<file path="src/rtl/adder_pkg.sv">
// Shared defaults and helpers for the pipelined carry-lookahead adder.
package adder_pkg;

  localparam int DEFAULT_WIDTH  = 32;
  localparam int DEFAULT_GROUP  = 4;
  localparam int DEFAULT_STAGES = 2;

  // Lookahead groups resolved by each pipeline stage; guarded so illegal
  // parameter sets reach the elaboration error instead of a divide-by-zero.
  function automatic int groups_per_stage(input int width, input int group, input int stages);
    if (group < 1 || stages < 1) return 1;
    return (width / group) / stages;
  endfunction

endpackage

</file>
<file path="src/rtl/cla_group.sv">
// Combinational GROUP-bit carry-lookahead slice: sum, carry-out and group generate/propagate.
module cla_group
  import adder_pkg::*;
#(
  parameter int GROUP = DEFAULT_GROUP
) (
  input  logic [GROUP-1:0] i_a,
  input  logic [GROUP-1:0] i_b,
  input  logic             i_cin,
  output logic [GROUP-1:0] o_sum,
  output logic             o_cout,
  output logic             o_g,
  output logic             o_p
);

  logic [GROUP-1:0] w_gen;
  logic [GROUP-1:0] w_prop;
  logic [GROUP:0]   w_c;

  always_comb begin
    // NOTE: every signal written here gets a value before any conditional use, so no latch is inferred.
    w_gen  = i_a & i_b;
    w_prop = i_a | i_b;
    w_c    = '0;
    w_c[0] = i_cin;
    o_g    = 1'b0;
    for (int i = 0; i < GROUP; i++) begin
      w_c[i+1] = w_gen[i] | (w_prop[i] & w_c[i]);
      o_g      = w_gen[i] | (w_prop[i] & o_g);
    end
    o_p    = &w_prop;
    o_sum  = i_a ^ i_b ^ w_c[GROUP-1:0];
    o_cout = w_c[GROUP];
  end

endmodule

</file>
<file path="src/rtl/pipelined_cla_adder.sv">
// Pipelined carry-lookahead adder, valid/ready streaming, latency STAGES.
// Define CLA_OVF_EN to add the signed-overflow output and its operand-MSB registers.
module pipelined_cla_adder
  import adder_pkg::*;
#(
  parameter int WIDTH  = DEFAULT_WIDTH,
  parameter int GROUP  = DEFAULT_GROUP,
  parameter int STAGES = DEFAULT_STAGES
) (
  input  logic             clk,
  input  logic             rst_n,
  input  logic             in_valid,
  output logic             in_ready,
  input  logic [WIDTH-1:0] a,
  input  logic [WIDTH-1:0] b,
  input  logic             c_in,
  output logic             out_valid,
  input  logic             out_ready,
  output logic [WIDTH-1:0] sum,
  output logic             c_out
`ifdef CLA_OVF_EN
  ,
  output logic             ovf
`endif
);

  localparam int GPS = groups_per_stage(WIDTH, GROUP, STAGES);
  localparam int SW  = GPS * GROUP;

  if (STAGES < 1) begin : g_err_stages
    $error("pipelined_cla_adder: STAGES must be at least 1");
  end else if (GROUP < 1 || WIDTH % GROUP != 0) begin : g_err_group
    $error("pipelined_cla_adder: WIDTH must be a multiple of GROUP");
  end else if ((WIDTH / GROUP) % STAGES != 0) begin : g_err_split
    $error("pipelined_cla_adder: STAGES must divide WIDTH/GROUP");
  end

  logic w_advance;

  assign w_advance = ~out_valid | out_ready;
  assign in_ready  = w_advance;

  // Stage s resolves bits [LO, HI); operands above HI and sums below LO ride along.
  for (genvar s = 0; s < STAGES; s++) begin : g_stage
    localparam int LO = s * SW;
    localparam int HI = LO + SW;

    logic [WIDTH-1:LO] w_a;
    logic [WIDTH-1:LO] w_b;
    logic              w_cin;
    logic              w_vin;
    logic [HI-1:0]     w_next_sum;
    wire  [SW-1:0]     w_ssum;
    logic              r_valid;
    logic              r_carry;
    logic [HI-1:0]     r_sum;

    if (s == 0) begin : g_src
      assign w_a        = a;
      assign w_b        = b;
      assign w_cin      = c_in;
      assign w_vin      = in_valid;
      assign w_next_sum = w_ssum;
    end else begin : g_src
      assign w_a        = g_stage[s-1].g_ops.r_a;
      assign w_b        = g_stage[s-1].g_ops.r_b;
      assign w_cin      = g_stage[s-1].r_carry;
      assign w_vin      = g_stage[s-1].r_valid;
      assign w_next_sum = {w_ssum, g_stage[s-1].r_sum};
    end

    for (genvar j = 0; j < GPS; j++) begin : g_grp
      logic w_gcin;
      logic w_gcout;
      logic w_gg;
      logic w_gp;

      if (j == 0) begin : g_cin
        assign w_gcin = w_cin;
      end else begin : g_cin
        assign w_gcin = g_grp[j-1].w_gcout;
      end

      cla_group #(.GROUP(GROUP)) u_cla (
        .i_a   (w_a[LO + j*GROUP +: GROUP]),
        .i_b   (w_b[LO + j*GROUP +: GROUP]),
        .i_cin (w_gcin),
        .o_sum (w_ssum[j*GROUP +: GROUP]),
        .o_cout(w_gcout),
        .o_g   (w_gg),
        .o_p   (w_gp)
      );

      // The in-group carry chain and the group generate/propagate must agree.
      always_comb begin
        assert (w_gcout == (w_gg | (w_gp & w_gcin)));
      end
    end

    always_ff @(posedge clk or negedge rst_n) begin
      // NOTE: state uses non-blocking assignments; data registers are reset too so sum reads 0 under reset.
      if (!rst_n) begin
        r_valid <= 1'b0;
        r_carry <= 1'b0;
        r_sum   <= '0;
      end else if (w_advance) begin
        r_valid <= w_vin;
        r_carry <= g_grp[GPS-1].w_gcout;
        r_sum   <= w_next_sum;
      end
    end

    if (s < STAGES - 1) begin : g_ops
      logic [WIDTH-1:HI] r_a;
      logic [WIDTH-1:HI] r_b;

      always_ff @(posedge clk or negedge rst_n) begin
        if (!rst_n) begin
          r_a <= '0;
          r_b <= '0;
        end else if (w_advance) begin
          r_a <= w_a[WIDTH-1:HI];
          r_b <= w_b[WIDTH-1:HI];
        end
      end
    end

`ifdef CLA_OVF_EN
    if (s == STAGES - 1) begin : g_msb
      logic r_msb_a;
      logic r_msb_b;

      always_ff @(posedge clk or negedge rst_n) begin
        if (!rst_n) begin
          r_msb_a <= 1'b0;
          r_msb_b <= 1'b0;
        end else if (w_advance) begin
          r_msb_a <= w_a[WIDTH-1];
          r_msb_b <= w_b[WIDTH-1];
        end
      end
    end
`endif
  end

  assign out_valid = g_stage[STAGES-1].r_valid;
  assign sum       = g_stage[STAGES-1].r_sum;
  assign c_out     = g_stage[STAGES-1].r_carry;

`ifdef CLA_OVF_EN
  assign ovf = (g_stage[STAGES-1].g_msb.r_msb_a == g_stage[STAGES-1].g_msb.r_msb_b)
             & (sum[WIDTH-1] != g_stage[STAGES-1].g_msb.r_msb_a);
`endif

endmodule
</file>
<file path="config.mk">
export PLATFORM = sky130hd
export DESIGN_NAME = pipelined_cla_adder
export DESIGN_NICKNAME = d
export VERILOG_FILES = /design/src/rtl/adder_pkg.sv /design/src/rtl/cla_group.sv /design/src/rtl/pipelined_cla_adder.sv
export SDC_FILE = /design/constraint.sdc
export NUM_CORES = 1
export LEC_CHECK = 0
export CAP_MARGIN = 25
export CORE_MARGIN = 10
export CORE_UTILIZATION = 50
export DETAILED_ROUTE_END_ITERATION = 6
export DONT_BUFFER_PORTS = 1
export GPL_ROUTABILITY_DRIVEN = 0
export GPL_TIMING_DRIVEN = 0
export SLEW_MARGIN = 15
export SYNTH_ARGS = -nofsm -noshare
export SYNTH_HDL_FRONTEND = slang
export SYNTH_SLANG_ARGS = --single-unit
</file>
<file path="constraint.sdc">
create_clock -name clk -period 6.7 [get_ports clk]
set_input_delay 1.34 -clock clk [delete_from_list [all_inputs] [get_ports clk]]
set_output_delay 1.34 -clock clk [all_outputs]
set_load 0.005 [all_outputs]
</file>
==> results by group, run 1 <==
Finish
  • Layout cells sized above 1: approximately 45%
  • Layout Area Growth over Synthesis: 9.69%
  • ANT cells: 0
  • Fin cells: 360
  • Nets: about 350

CTS
  • Clock-pin slew on the worst setup and hold paths: about 0.080 ns
  • Htree depth: 3
  • Clk Latency, worst-skew pair: roughly 0.35 ns
  • CTS tree: built
  • Max Root-Sink Buffers: 2
  • CTS root buf: clkbuf_8
  • CTS Buf Count: 9
  • CTS sink cnt: 84

Timing
  • Worst slew pin tran: 0.395 ns
  • RSZ-0062 raised after global routing: yes
  • Worst hold slack: between 0.4 and 0.5 ns
  • Fmax: approximately 150 MHz
  • Hold Vio Cnt, Final: 0
  • Slew Limit Fails: 0
  • Final min period: 6.61 ns
  • Tcrit/Tclk final: 98.6%
  • Setup violations, final: 0
  • Max Clock Skew: about 0.012 ns
  • Relative slew slack: between 70 and 80%

Die
  • Die area: around 0.012 mm2
  • CORE AREA: 0.00777 mm2
  • Chip Height: 110 um
  • Rows: 32
  • Io pins: between 100 and 150
  • Die width: roughly 110 um
  • Initial Util: 51.9%

Setup path
  • CP Data Arrival Time: 6.88 ns
  • Critical path peak fanout: 1
  • CP Launch Type: input pin
  • Critical path class: input pin to flip-flop
  • CP Data Required Time: around 7 ns
  • Crit. End Element: flip-flop

Route
  • Pre-antenna DRT Iters: 4
  • Vias per cell: roughly 5
  • Final WL: 7710 um
  • ANT nets after route: 0
  • Wire per inst: approximately 21 um
  • Number of DRC markers in iteration 0: slightly above 50
  • DRC Markers: 0
  • Via count: between 1.5k and 2k

Global route
  • First-pass GRT wire length: 12400 um
  • Largest net degree at the start of global routing: 85
  • Vias in the first global route: 2206
  • GRT Total Usage: about 14%
  • Initial antenna violation count: 1
  • GRT Residual Overflow: 0

Pwr
  • Pwr/cell area: 328 mW/mm2
  • Share of power burned in registers: 51.6%
  • Leak: 2.00 nW
  • Psw: just under 0.0004 W
  • Internal power: between 0.001 and 0.0015 W
  • Part of the power in the clock network: roughly 28%
  • Total design power: 0.00145 W
  • Switching Share: 27.3%
  • Comb pwr share: 20.5%
  • IR drop worst, VDD: roughly 0.12 mV

Placed design
  • Buffers on Ports: 0
  • Final HPWL DP: around 5700 um
  • Post-Place Cells: around 340

Worst hold path
  • Worst hold-check path type: flip-flop to flip-flop

Logic synthesis
  • Number of distinct library cells after synthesis: 12
  • Cell count after synthesis: approximately 240
  • Syn nets: roughly 340
  • Cell Area, Synth: 0.00403 mm2
  • Mapped Avg Cell Area: 16.6 um2
  • Flops & latches, synth: 84
  • Yosys top cell by area: dfrtp_1
  • Area contributors post-synth: dfrtp_1, fa_1, mux2_4, mux2_2, inv_1
  • Sequential share of the synthesized area: a little over half
  • Synth warn: 0
  • Synth top area share: 52.2%

Outcome
  • Status: complete, no violations

Flow run
  • Max Cap Viol: 0
## final timing paths
path / start / end / slack [ns] / cells after the start
max: a[0] / g_stage[0].r_sum[15]$_DFFE_PN0P_ / 0.09 / 20
min: g_stage[0].r_valid$_DFFE_PN0P_ / out_valid$_DFFE_PN0P_ / 0.46 / 1
max reg2reg: g_stage[0].r_carry$_DFFE_PN0P_ / sum[31]$_DFFE_PN0P_ / 0.34 / 20
min reg2reg: g_stage[0].r_valid$_DFFE_PN0P_ / out_valid$_DFFE_PN0P_ / 0.46 / 1
max in group asynchronous: rst_n / sum[4]$_DFFE_PN0P_ / 5.91 / 0
min in group asynchronous: rst_n / g_stage[0].r_sum[11]$_DFFE_PN0P_ / 0.67 / 0
## registers in the layout, summed over array words and instances (netlist names)
register / cells
c_out: 1
g_stage.g_ops.r_a: 16
g_stage.g_ops.r_b: 16
g_stage.r_carry: 1
g_stage.r_sum: 16
g_stage.r_valid: 1
out_valid: 1
sum: 32
## placed cells by master, fill, tap and decap left out, types with 2 or more instances in the layout
| cell type | n |
|---|---|
| mux2_2 | 33 |
| a21oi_1 | 8 |
| fa_2 | 14 |
| nor3b_1 | 9 |
| dfrtp_1 | 84 |
| clkinv_2 | 2 |
| buf_6 | 6 |
| bufinv_16 | 2 |
| inv_1 | 22 |
| clkbuf_8 | 10 |
| fa_1 | 18 |
| mux2_4 | 40 |
| buf_2 | 4 |
## worst max-delay path, stage by stage
cell     delay [ns]
inv_1          0.06
fa_1           0.18
inv_1          0.06
fa_2           0.34
fa_2           0.35
fa_2           0.35
fa_2           0.35
fa_2           0.35
fa_2           0.36
fa_2           0.36
fa_2           0.36
fa_2           0.36
fa_2           0.36
fa_2           0.35
fa_1           0.38
inv_1          0.08
fa_1           0.18
fa_1           0.18
fa_1           0.42
a21oi_2        0.12
## repair_timing
item / in CTS / in global routing
hold endpoints to repair: 0 / 0
setup buffers: 0 / 0
setup endpoints to repair: 0 / 2
hold buffers: 0 / 0
gates resized for setup: 0 / 5
## per-stage QoR
step           util (%)  TNS, ns  area (um2)  setup WS (ns)
2_1_floorplan         -  -0.0163        4050        -0.0163
3_3_place_gp       53.8   -0.458        4180         -0.298
3_5_place_dp       53.8   -0.426        4180         -0.288
4_1_cts            56.7        0        4400         0.0508
5_1_grt            56.9  -0.0725        4420        -0.0725
6_report           56.9        0        4420         0.0937
## power by group through the flow
stage                     registers [W]  clock network, W  logic, W
after floorplan                0.000722                 0  0.000256
after global placement         0.000762                 0  0.000290
after detailed placement       0.000766                 0  0.000300
after CTS                      0.000756          0.000415  0.000303
after global routing           0.000773          0.000438  0.000337
final                          0.000748          0.000405  0.000298
## area by class of cell
class	instances	area [um2]
buffer	10	87.6
clock buffer	10	138
clock inverter	6	86.3
fill	626	3350
inverter	22	82.6
multi-input combinational	126	1790
sequential	84	2100
tap	102	128
## routing by layer
layer / up-vias / wire length (um) / track usage, % / share of wire, %
met2: 66 / 3540 / 19.8 / 46
li1: 821 / - / - / -
met1: 948 / 3250 / 17.4 / 42
met3: 16 / 780 / 6.50 / 10
met5: - / 13 / 0 / 0.17
met4: 2 / 121 / 5.30 / 1.6
## logic make-up after synthesis
family / share of synthesized area [%]
mux: 24.4
flops: 52.2
compound gates: 1.12
buf+inv: 4.22
fa+ha+maj: 15.9
simple gates: 2.17
## synthesized netlist by cell type
cell type / n
a21oi_1: 9
buf_2: 4
buf_6: 6
dfrtp_1: 84
fa_1: 32
inv_1: 22
mux2_2: 33
mux2_4: 40
mux2i_1: 1
nand2b_1: 1
nand2b_4: 1
nor3b_1: 9
Power figures use the tool's default switching activity.
==> run 2, diff against run 1 <==
Settings changed: CORE_MARGIN 10 to 4.
==> run 2 against run 1 <==
Maximum frequency down 0.79%. Via count down 0.27%. Critical path depth unchanged. Combinational power about the same. Worst setup slack worse by 0.053 ns. Hold slack better by 0.014 ns. Count of clock-buffer cells in the layout down 1. Clock power down 1%.
==> results by group, run 2 (synthesis gave the netlist of run 1 again) <==
Timing
  • RSZ-0062 raised after global routing: yes (unchanged)
  • Worst slew pin tran: 0.387 ns (was 0.395 ns)
  • Max Clock Skew: 0.00940 ns (was 0.0119 ns)
  • Setup violations, final: 0 (unchanged)
  • Fmax: 150 MHz (was 151 MHz)
  • Total Neg Setup Slack: 0 ns (unchanged)
  • Final min period: 6.66 ns (was 6.61 ns)
  • Slew Limit Fails: 0 (unchanged)
  • Tcrit/Tclk final: 99.4% (was 98.6%)
  • Relative slew slack: 74.2% (was 73.6%)
  • Setup WS post-layout: 0.0412 ns (was 0.0937 ns)
  • Hold Vio Cnt, Final: 0 (unchanged)

CTS
  • Max Root-Sink Buffers: 2 (unchanged)
  • Htree depth: 3 (unchanged)
  • CTS Buf Count: 9 (unchanged)
  • Clk Latency, worst-skew pair: 0.34 ns (was 0.35 ns)
  • CTS root buf: clkbuf_8 (unchanged)
  • CTS sink cnt: 84 (unchanged)
  • CTS Hold Bufs: 0 (unchanged)
  • CTS tree: built (unchanged)
  • Post-CTS Setup Repair Bufs: 0 (unchanged)
  • Clock-pin slew on the worst setup and hold paths: 0.08 ns (about the same)

Flow run
  • Max Cap Viol: 0 (unchanged)

Setup path
  • Critical path peak fanout: 1 (unchanged)
  • CP Launch Type: input pin (unchanged)
  • Worst R2R Path Depth: 20 (unchanged)
  • CP Data Required Time: 6.97 ns (was 6.98 ns)
  • Crit. End Element: flip-flop (unchanged)
  • Worst R2R End: sum[31]$_DFFE_PN0P_ (unchanged)
  • Reg2reg start: g_stage[0].r_carry$_DFFE_PN0P_ (unchanged)
  • Critical path class: input pin to flip-flop (unchanged)
  • CP Data Arrival Time: 6.93 ns (was 6.88 ns)
  • R2r setup slk: 0.33 ns (was 0.34 ns)

Global route
  • Vias in the first global route: 2108 (was 2206)
  • Largest net degree at the start of global routing: 85 (unchanged)
  • GRT Residual Overflow: 0 (unchanged)
  • GRT Total Usage: 15.3% (was 13.7%)
  • Initial antenna violation count: 0 (was 1)
  • First-pass GRT wire length: 11300 um (was 12400 um)

Route
  • Final WL: 6860 um (was 7710 um)
  • Pre-antenna DRT Iters: 4 (unchanged)
  • DRC Markers: 0 (unchanged)
  • Vias per cell: 5.13 (was 5.15)
  • Number of DRC markers in iteration 0: 51 (unchanged)
  • Wire per inst: 19.0 um (was 21.4 um)
  • ANT nets after route: 0 (unchanged)
  • Via count: 1848 (was 1853)

Placed design
  • Final HPWL DP: 5030 um (was 5710 um)
  • Post-place setup slack: -0.345 ns (was -0.288 ns)
  • Buffers on Ports: 0 (unchanged)
  • Post-Place Cells: 344 (unchanged)

Pwr
  • Pwr/cell area: 325 mW/mm2 (was 328 mW/mm2)
  • Leak: 1.99 nW (was 2.00 nW)
  • Total design power: 0.00144 W (was 0.00145 W)
  • IR drop worst, VDD: 0.113 mV (was 0.117 mV)

Worst hold path
  • Hold Path Sink: out_valid$_DFFE_PN0P_ (unchanged)
  • WHS Path Cells: 1 (unchanged)
  • Hold path startpoint: g_stage[0].r_valid$_DFFE_PN0P_ (unchanged)
  • Worst hold-check path type: flip-flop to flip-flop (unchanged)

Die
  • Chip Height: 97.8 um (was 110 um)
  • Die area: 0.00956 mm2 (was 0.0120 mm2)
  • Die width: 97.8 um (was 110 um)
  • Rows: 32 (unchanged)
  • CORE AREA: 0.00777 mm2 (unchanged)
  • Initial Util: 51.9% (unchanged)
  • Io pins: 104 (unchanged)

Finish
  • Layout cells sized above 1: 46.1% (was 44.6%)
  • Layout Area Growth over Synthesis: 9.85% (was 9.69%)
  • ANT cells: 0 (unchanged)
  • Flip-flop count of the largest register after layout: 32 (unchanged)
  • Most frequent cells in the layout: dfrtp_1, mux2_4, mux2_2, inv_1, fa_2 (was dfrtp_1, mux2_4, mux2_2, inv_1, fa_1)
  • Fin cells: 360 (unchanged)
  • Fill count: 623 (was 626)
  • Most common cell after layout, fill and taps aside: dfrtp_1 (unchanged)
  • Fin util: 57.0% (was 56.9%)
  • Nets: 354 (unchanged)

Outcome
  • Status: complete, no violations (unchanged)
## run 2: metrics by stage
| step | hold WS, ns | cell area [um2] |
|---|---|---|
| floorplan | 0.430 | 4050 |
| global placement | 0.446 | 4180 |
| detailed placement | 0.462 | 4180 |
| CTS | 0.475 | 4400 |
| global route | 0.495 | 4420 |
| finish | 0.476 | 4420 |
## run 2: worst max-delay path, cell delays in order
cell,delay (ns)
inv_1,0.06
fa_1,0.17
inv_1,0.06
fa_2,0.34
fa_2,0.35
fa_2,0.35
fa_2,0.35
fa_2,0.36
fa_2,0.40
fa_2,0.37
fa_2,0.36
fa_2,0.35
fa_2,0.36
fa_2,0.35
fa_2,0.34
inv_2,0.06
fa_2,0.19
fa_2,0.20
fa_1,0.44
a21oi_2,0.13
## run 2: repair_timing
item	4_1_cts	5_1_grt
pin swaps	0	1
resized for setup	0	9
endpoints found under the setup margin	1	3
hold endpoints to repair	0	0
## run 2: layout make-up
class	count	area (um2)	share of cell area (%)
sequential	84	2100	47.5
clock inverter	7	98.8	2.23
tap	102	128	2.88
clock buffer	9	124	2.80
multi-input combinational	126	1800	40.7
buffer	10	87.6	1.98
inverter	22	82.6	1.87
## run 2: power by group
group	switching, W	internal (W)
logic	0.000101	0.000196
clock network	0.000186	0.000213
registers	0.000103	0.000640
total	0.000390	0.00105
## run 2: how the worst max path moves through the flow
stage               start                                to  slack, ns  cells after the start
finish               a[0]  g_stage[0].r_sum[15]$_DFFE_PN0P_       0.04                     20
global route         a[0]  g_stage[0].r_sum[15]$_DFFE_PN0P_      -0.12                     20
CTS                  a[0]  g_stage[0].r_sum[15]$_DFFE_PN0P_      -0.02                     20
detailed placement   a[0]  g_stage[0].r_sum[15]$_DFFE_PN0P_      -0.34                     20
global placement     a[0]  g_stage[0].r_sum[15]$_DFFE_PN0P_      -0.34                     20
floorplan            a[0]  g_stage[0].r_sum[15]$_DFFE_PN0P_      -0.02                     20
## run 2: metal layers
metal  GRT usage (%)  vias up  share of wire (%)
met1            20.4      949                 45
li1                -      829                  -
met3            5.57        8                8.0
met5               0        -                  0
met4            5.75        0                1.4
met2            23.1       62                 46
==> run 3, diff against run 2 <==
Settings changed: REMOVE_ABC_BUFFERS from default to 1.
Clock period 6.7 ns to 7.12 ns, I/O delays scaled along.
==> run 3 against run 2 <==
Hold slack lost 0.012 ns. Wire length decreased by 7.1%. Non-clock buffer count down 9. Cell area down 1.6%. Cell count fell by 2.5%. Die area unchanged. Global-route usage down 0.89 points. Clock power increased by 3%. Combinational power is 11% lower. Largest power group unchanged.
==> results by group, run 3 (synthesis gave the netlist of run 1 again) <==
Global route
  • Vias in the first global route: 2084 (was 2108)
  • First-pass GRT wire length: 10800 um (was 11300 um)
  • GRT Residual Overflow: 0 (unchanged)
  • GRT Total Usage: 14.4% (was 15.3%)
  • Initial antenna violation count: 0 (unchanged)
  • Largest net degree at the start of global routing: 85 (unchanged)

Timing
  • Slew Limit Fails: 0 (unchanged)
  • Relative slew slack: 46.7% (was 74.2%)
  • Fmax: 145 MHz
  • Worst hold slack: 0.464 ns (was 0.476 ns)
  • Worst slew pin tran: 0.799 ns (was 0.387 ns)
  • Setup WS post-layout: 0.239 ns (was 0.0412 ns)
  • RSZ-0062 raised after global routing: no (was yes)
  • Total Neg Setup Slack: 0 ns (unchanged)
  • Hold Vio Cnt, Final: 0 (unchanged)
  • Final min period: between 6 and 7 ns
  • Tcrit/Tclk final: between 90% and 100%
  • Max Clock Skew: 0.0108 ns (was 0.00940 ns)
  • Setup violations, final: 0 (unchanged)

Die
  • Io pins: 104 (unchanged)
  • Rows: 32 (unchanged)
  • CORE AREA: 0.00777 mm2 (unchanged)
  • Die width: 97.8 um (unchanged)
  • Initial Util: 51.9% (unchanged)
  • Chip Height: 97.8 um (unchanged)
  • Die area: 0.00956 mm2 (unchanged)

Placed design
  • Buffers on Ports: 0 (unchanged)
  • Post-place setup slack: -0.391 ns (was -0.345 ns)
  • Final HPWL DP: 4530 um (was 5030 um)

Outcome
  • Status: complete, no violations (unchanged)

Finish
  • ANT cells: 0 (unchanged)
  • Most frequent cells in the layout: dfrtp_1, mux2_4, mux2_2, fa_1, inv_1 (was dfrtp_1, mux2_4, mux2_2, inv_1, fa_2)
  • Flip-flop count of the largest register after layout: 32 (unchanged)
  • Layout Area Growth over Synthesis: 8.05% (was 9.85%)
  • Nets: 345 (was 354)
  • Most common cell after layout, fill and taps aside: dfrtp_1 (unchanged)
  • Fin util: 56.0% (was 57.0%)
  • Layout cells sized above 1: 39.4% (was 46.1%)

Route
  • DRC Markers: 0 (unchanged)
  • Number of DRC markers in iteration 0: 40 (was 51)
  • Vias per cell: 5.15 (was 5.13)
  • ANT nets after route: 0 (unchanged)
  • Pre-antenna DRT Iters: 4 (unchanged)
  • Via count: 1809 (was 1848)
  • Wire per inst: 18.1 um (was 19.0 um)
  • Final WL: 6370 um (was 6860 um)

Setup path
  • CP Data Required Time: 7.37 ns (was 6.97 ns)
  • Critical path class: input pin to flip-flop (unchanged)
  • CP Data Arrival Time: 7.13 ns (was 6.93 ns)
  • Slowest CP cell: fa_1 (unchanged)
  • Max stage delay on crit path: 0.41 ns (was 0.44 ns)
  • CP Launch Type: input pin (unchanged)
  • WP buf/inv: 3 (unchanged)
  • Crit. End Element: flip-flop (unchanged)
  • Sequence of cells on the critical path: inv_1 -> fa_1 -> inv_1 -> fa_1 -> fa_2 -> fa_2 -> fa_1 -> fa_1 -> fa_2 -> fa_1 -> fa_1 -> fa_1 -> fa_2 -> fa_2 -> fa_1 -> inv_1 -> fa_2 -> fa_2 -> fa_1 -> a21oi_1 (was inv_1 -> fa_1 -> inv_1 -> fa_2 -> fa_2 -> fa_2 -> fa_2 -> fa_2 -> fa_2 -> fa_2 -> fa_2 -> fa_2 -> fa_2 -> fa_2 -> fa_2 -> inv_2 -> fa_2 -> fa_2 -> fa_1 -> a21oi_2)
  • Top cell by count, worst path: fa_1 (was fa_2)
  • Critical path peak fanout: 1 (unchanged)
  • Cell family with most CP delay: adder cells (unchanged)

Flow run
  • Max Cap Viol: 0 (unchanged)

Pwr
  • Leak: 1.97 nW (was 1.99 nW)
  • IR drop worst, VDD: 0.169 mV (was 0.113 mV)
  • Pwr/cell area: 316 mW/mm2 (was 325 mW/mm2)
  • Total design power: 0.00138 W (was 0.00144 W)

CTS
  • Post-CTS Setup Repair Bufs: 0 (unchanged)
  • CTS tree: built (unchanged)
  • CTS root buf: clkbuf_8 (unchanged)
  • Clk Latency, worst-skew pair: 0.34 ns (about the same)
  • Clock-pin slew on the worst setup and hold paths: 0.08 ns (about the same)
  • CTS sink cnt: 84 (unchanged)
  • CTS Hold Bufs: 0 (unchanged)
  • Max Root-Sink Buffers: 2 (unchanged)
  • CTS Buf Count: 9 (unchanged)
  • Htree depth: 3 (unchanged)

Worst hold path
  • Worst hold-check path type: flip-flop to flip-flop (unchanged)
## run 3: cell types whose count changed in the layout (fill, tap and decap cells not counted), moves of 4 or more
cell | before | now
buf_6 | 6 | 0
fa_1 | 15 | 25
fa_2 | 17 | 7
buf_2 | 4 | 0
## run 3: cell type report
type	instances	area [um2]
Fill cell	641	3420
Multi-Input combinational cell	126	1770
Tap cell	102	128
Timing Repair Buffer	1	20.0
Clock inverter	7	123
Inverter	22	82.6
Sequential cell	84	2100
Clock buffer	9	124
## run 3: worst paths after layout
kind	startpoint	end	slack, ns	cells after the start
max	a[0]	g_stage[0].r_sum[15]$_DFFE_PN0P_	0.24	20
min reg2reg	g_stage[0].r_valid$_DFFE_PN0P_	out_valid$_DFFE_PN0P_	0.46	1
min	g_stage[0].r_valid$_DFFE_PN0P_	out_valid$_DFFE_PN0P_	0.46	1
min in group asynchronous	rst_n	sum[4]$_DFFE_PN0P_	0.77	0
max in group asynchronous	rst_n	g_stage[0].g_ops.r_a[26]$_DFFE_PN0P_	6.23	0
max reg2reg	g_stage[0].r_carry$_DFFE_PN0P_	sum[31]$_DFFE_PN0P_	0.68	20
## run 3: layer usage
| metal | routed length [um] | part of all wire [%] | vias up | global-route usage (%) |
|---|---|---|---|---|
| li1 | - | - | 803 | - |
| met1 | 2810 | 44 | 941 | 19.8 |
| met2 | 3020 | 47 | 60 | 21.3 |
| met3 | 468 | 7.3 | 5 | 4.86 |
| met4 | 63 | 0.99 | 0 | 5.75 |
| met5 | 0 | 0 | - | 0 |
## run 3: where the power goes
group          total [W]  leakage, nW  internal [W]  switching (W)
Combinational   0.000265        0.879      0.000176      0.0000889
Sequential      0.000700        0.973      0.000602      0.0000984
Clock           0.000411        0.116      0.000236       0.000176
## run 3: metrics by stage
step,cell area (um2),std cells
detailed placement,4090,335
CTS,4340,351
global placement,4070,334
global route,4350,351
finish,4350,351
floorplan,3940,232
## run 3: timing repair
item | in CTS | in global routing
gates resized for setup | 1 | 6
cloned | 0 | 0
endpoints found under the setup margin | 1 | 1
==> edit 1: new RTL, flow settings as in run 1 <==
Change the package constant `DEFAULT_WIDTH` from 32 to 48.
--- a/src/rtl/adder_pkg.sv
+++ b/src/rtl/adder_pkg.sv
@@ -3,3 +3,3 @@
 
-  localparam int DEFAULT_WIDTH  = 32;
+  localparam int DEFAULT_WIDTH  = 48;
   localparam int DEFAULT_GROUP  = 4;
Ports: changed (resized a, b and sum); port bits go from 104 to 152. No check against the original RTL was run, so the function may have changed too.
==> edit 1 against run 1 <==
Clock power increased by 110%; setup slack got worse by 2.7 ns; final cell count increased by 45%; core utilization increased by 2.5 points; wire length increased by 55%; critical endpoint is now g_stage[0].r_sum[23]; the run now ends with setup timing left; largest power group unchanged; non-clock buffer count increased by 8; largest cell class unchanged; first-iteration DRC count increased to 2.9 times the old value; total power increased by 65%; worst hold slack got worse by 0.0025 ns; sequential cell count increased by 40; design area increased by 53%; via count increased by 50%; synthesized area increased by 45%; register-to-register slack got worse by 2.4 ns.
==> edit 1: results (changes against run 1) <==
Drt
  • Top sig layer: met4
  • Drt initial violations: 150 (+190%)
  • Post-DR vias/cell: 5.34 (+3.7%)
  • Drt total wl: 11900 um (+55%)

Global routing
  • Met1 Use GR: 18.2% (+0.86 points)
  • Gr usage total: 15.3% (+1.6 points)
  • Largest net degree at the start of global routing: 125 (+47%)
  • Met3 GRT Util: 9.10% (+2.6 points)
  • First-pass GRT wire length: 18700 um (+51%)

Pwr
  • LEAKAGE: 0.00296 uW (+48%)
  • Max IR drop VDD: 0.270 mV (+130%)

CTS
  • H-tree depth: 4 (+1)
  • CTS clk-pin slew, worst paths: 0.06 ns (-0.02 ns)

Synthesis
  • Sequential share of the synthesized area: 53.2% (+1.0 points)
  • Post-synthesis cell count: 343 (+42%)
  • Most frequent cells after synthesis: dfrtp_1, mux2_2, fa_1, mux2_4, inv_1
  • Synth top area cells: dfrtp_1, fa_1, mux2_2

Timing
  • Setup Viol. Count Final: 19 (+19)
  • TNS Setup: -26.80 ns (-26.80 ns)
  • Setup ws final: -2.57 ns (-2.67 ns)
  • WHS: 0.459 ns (-0.00249 ns)

Setup path
  • Worst Path Arrival: 9.62 ns (+2.74 ns)
  • RR Startpoint: g_stage[0].g_ops.r_b[24]
  • Worst R2R Path Depth: 28 (+40%)
  • R2R Path End: sum[47]

Status
  • Outcome: finished, violations left
  • Failing checks: setup timing

Placed design
  • HPWL Detailed: 8560 um (+50%)
==> edit 1: final cells by class <==
| class | count | area [um^2] | share of cell area, % |
|---|---|---|---|
| timing repair buffer | 3 | 22.5 | 0.332 |
| sequential | 124 | 3100 | 45.8 |
| buffer | 15 | 119 | 1.75 |
| clock buffer | 24 | 492 | 7.25 |
| inverter | 22 | 126 | 1.86 |
| multi-input combinational | 182 | 2670 | 39.4 |
| clock inverter | 8 | 65.1 | 0.960 |
| tap | 143 | 179 | 2.64 |
==> edit 1: worst max-delay path, stage by stage <==
cell,delay (ns)
clkinv_16,0.02
fa_2,0.20
inv_2,0.04
fa_2,0.34
fa_2,0.37
fa_2,0.36
fa_2,0.35
fa_2,0.35
fa_2,0.34
fa_2,0.35
fa_2,0.35
fa_2,0.35
fa_2,0.35
fa_2,0.35
fa_2,0.35
fa_2,0.35
fa_2,0.35
fa_2,0.35
fa_2,0.35
fa_2,0.35
fa_2,0.35
fa_2,0.35
fa_2,0.34
inv_2,0.06
fa_2,0.19
fa_2,0.23
fa_1,0.41
a21oi_1,0.12
==> edit 1: logic make-up after synthesis <==
| kind of cell | count (synthesis) | synth area share (%) |
|---|---|---|
| AO/OA/AOI/OAI | 9 | 0.772 |
| adder cells (fa/ha/maj) | 48 | 16.5 |
| buffers and inverters | 37 | 3.46 |
| flip-flops | 124 | 53.2 |
| multiplexers | 114 | 24.6 |
| AND/OR/NAND/NOR | 11 | 1.50 |
==> edit 1: what timing repair did <==
item | in CTS | in global routing
buffers inserted | 2 | 1
endpoints found under the setup margin | 19 | 19
gates resized for setup | 10 | 9
pin swaps | 2 | 1
==> edit 1: power by group <==
group | internal [uW] | total [uW] | switching [uW]
Combinational | 275 | 425 | 151
Clock | 544 | 861 | 318
Sequential | 951 | 1110 | 162
Total | 1770 | 2400 | 630
==> edit 2: new RTL, settings of run 1 <==
Made on the original files. Add a define of `CLA_OVF_EN`.
--- a/src/rtl/pipelined_cla_adder.sv
+++ b/src/rtl/pipelined_cla_adder.sv
@@ -2,2 +2,4 @@
 // Define CLA_OVF_EN to add the signed-overflow output and its operand-MSB registers.
+`define CLA_OVF_EN
+
 module pipelined_cla_adder
Behaviour (old outputs only; new: ovf): unchanged (Yosys induction, for registers that start in step).
==> edit 2 against run 1 <==
Design area fell by 0.82%; worst hold slack worse by 0.0018 ns; sequential cell count up 2; wire length increased by 1.1%; synthesized area is 0.31% higher; synthesized cell count up 3.3%; total power shrank 5.8%; final cell count grew 2.2%; setup slack lost 0.064 ns; critical path type unchanged; critical endpoint unchanged.
==> edit 2: results (changes against run 1) <==
Global routing
  • Largest net degree at the start of global routing: 87 (+2.4%)
  • Gr usage total: 13.4% (-0.29 points)
  • Initial antenna violation count: 1 (unchanged)
  • First-pass GRT wire length: 12000 um (-3.0%)
  • Vias in the first global route: 2167 (-1.8%)

Cells and area
  • Final nets: 362 (+2.3%)
  • Filler cells: 651 (+4.0%)
  • Share of layout cells above drive strength 1: 43.6% (-0.96 points)

Status
  • Outcome: complete, no violations

Pwr
  • Switching share of power: 29.2% (+1.9 points)
  • Max IR drop VDD: 0.139 mV (+19%)
  • LEAKAGE: 0.00192 uW (-3.7%)

Timing
  • Setup Skew: 0.0128 ns (+0.000891 ns)
  • Worst-Margin Slew: 0.442 ns (+0.0469 ns)

Synthesis
  • Most frequent cells after synthesis: dfrtp_1, mux2_2, fa_1, inv_1, mux2_4
  • Synth top area cells: dfrtp_1, fa_1, mux2_2
  • Yosys warns: 0 (unchanged)
  • Library cells used by synthesis: 14 (+2)
  • Asr flop ratio synth: 100% (unchanged)
  • Most used DFF post-synth: dfrtp_1
  • Syn_nets: 351 (+2.3%)
  • Sequential share of the synthesized area: 53.3% (+1.1 points)

Drt
  • Drt initial violations: 48 (-5.9%)
  • Post-DR vias/cell: 5.26 (+2.2%)
  • Drt first pass iters: 3 (-1)
  • Drt total wl: 7790 um (+1.1%)

Setup path
  • Worst Path Max Fanout: 1 (unchanged)
  • Worst Path Arrival: 6.94 ns (+0.06 ns)
  • Worst path slowest cell: fa_1

Hold path
  • HP Class: flop to flop

CTS
  • Clk root buf: clkbuf_8

Placed design
  • HPWL Detailed: 5730 um (+0.27%)
  • PortBufs: 0 (unchanged)
[edit 2: cell types whose count changed after synthesis, sizes merged]
cell           run 1  this run
dfrtp             84        86
mux2              73        75
buf               10        11
nand2              0         1
nand2b             2         3
o22ai              0         1
[edit 2: cell families (layout without fill, tap and decap cells)]
family,count (synthesis),in the layout,share of synthesized area [%]
compound gates,10,10,1.27
fa+ha+maj,32,32,15.9
simple gates,13,13,2.42
buf+inv,33,49,4.18
flops,86,86,53.3
mux,76,76,23.0
[edit 2: path summary, 6_finish.rpt]
check / startpoint / endpoint / slack (ns) / cells past startpoint
worst max-delay path: a[0] / g_stage[0].r_sum[15] / 0.03 / 20
worst min-delay path: g_stage[0].r_valid / out_valid / 0.46 / 1
worst max register to register: g_stage[0].r_carry / sum[31] / 0.27 / 20
worst min register to register: g_stage[0].r_valid / out_valid / 0.46 / 1
max in group asynchronous: rst_n / sum[2] / 5.89 / 0
min in group asynchronous: rst_n / g_stage[0].r_sum[12] / 0.67 / 0
[edit 2: layout make-up]
type                       count  share of cell area [%]
sequential                    86                    49.1
multi-input combinational    131                    40.0
clock buffer                  10                    3.14
tap                          102                    2.91
buffer                        11                    1.97
inverter                      22                    1.88
clock inverter                 6                   0.999
[edit 2: timing repair]
item	CTS	global route
setup endpoints to repair	1	2
gates resized for setup	0	3
setup buffers	0	0
[edit 2: metrics by stage]
stage	std cells	util [%]	cell area [um^2]	hold slack [ns]	setup WS (ns)
6_report	368	56.1	4380	0.460	0.0299
5_1_grt	368	56.1	4380	0.504	-0.177
4_1_cts	368	56.0	4370	0.465	-0.0177
3_5_place_dp	352	53.7	4190	0.452	-0.353
3_3_place_gp	352	53.7	4190	0.444	-0.298
2_1_floorplan	250	-	4070	0.430	-0.0163
[edit 2: layer usage]
| metal | track usage, % | wire length (um) |
|---|---|---|
| met1 | 17.0 | 3260 |
| met2 | 19.4 | 3650 |
| met3 | 6.09 | 758 |
| met4 | 5.58 | 110 |
| met5 | 0 | 13 |
[edit 2: power by group through the flow]
stage,logic [uW],registers [uW],clock network [uW]
after detailed placement,272,778,0
after global placement,262,776,0
after global routing,304,784,376
after CTS,273,767,349
after floorplan,226,737,0
final,268,760,338
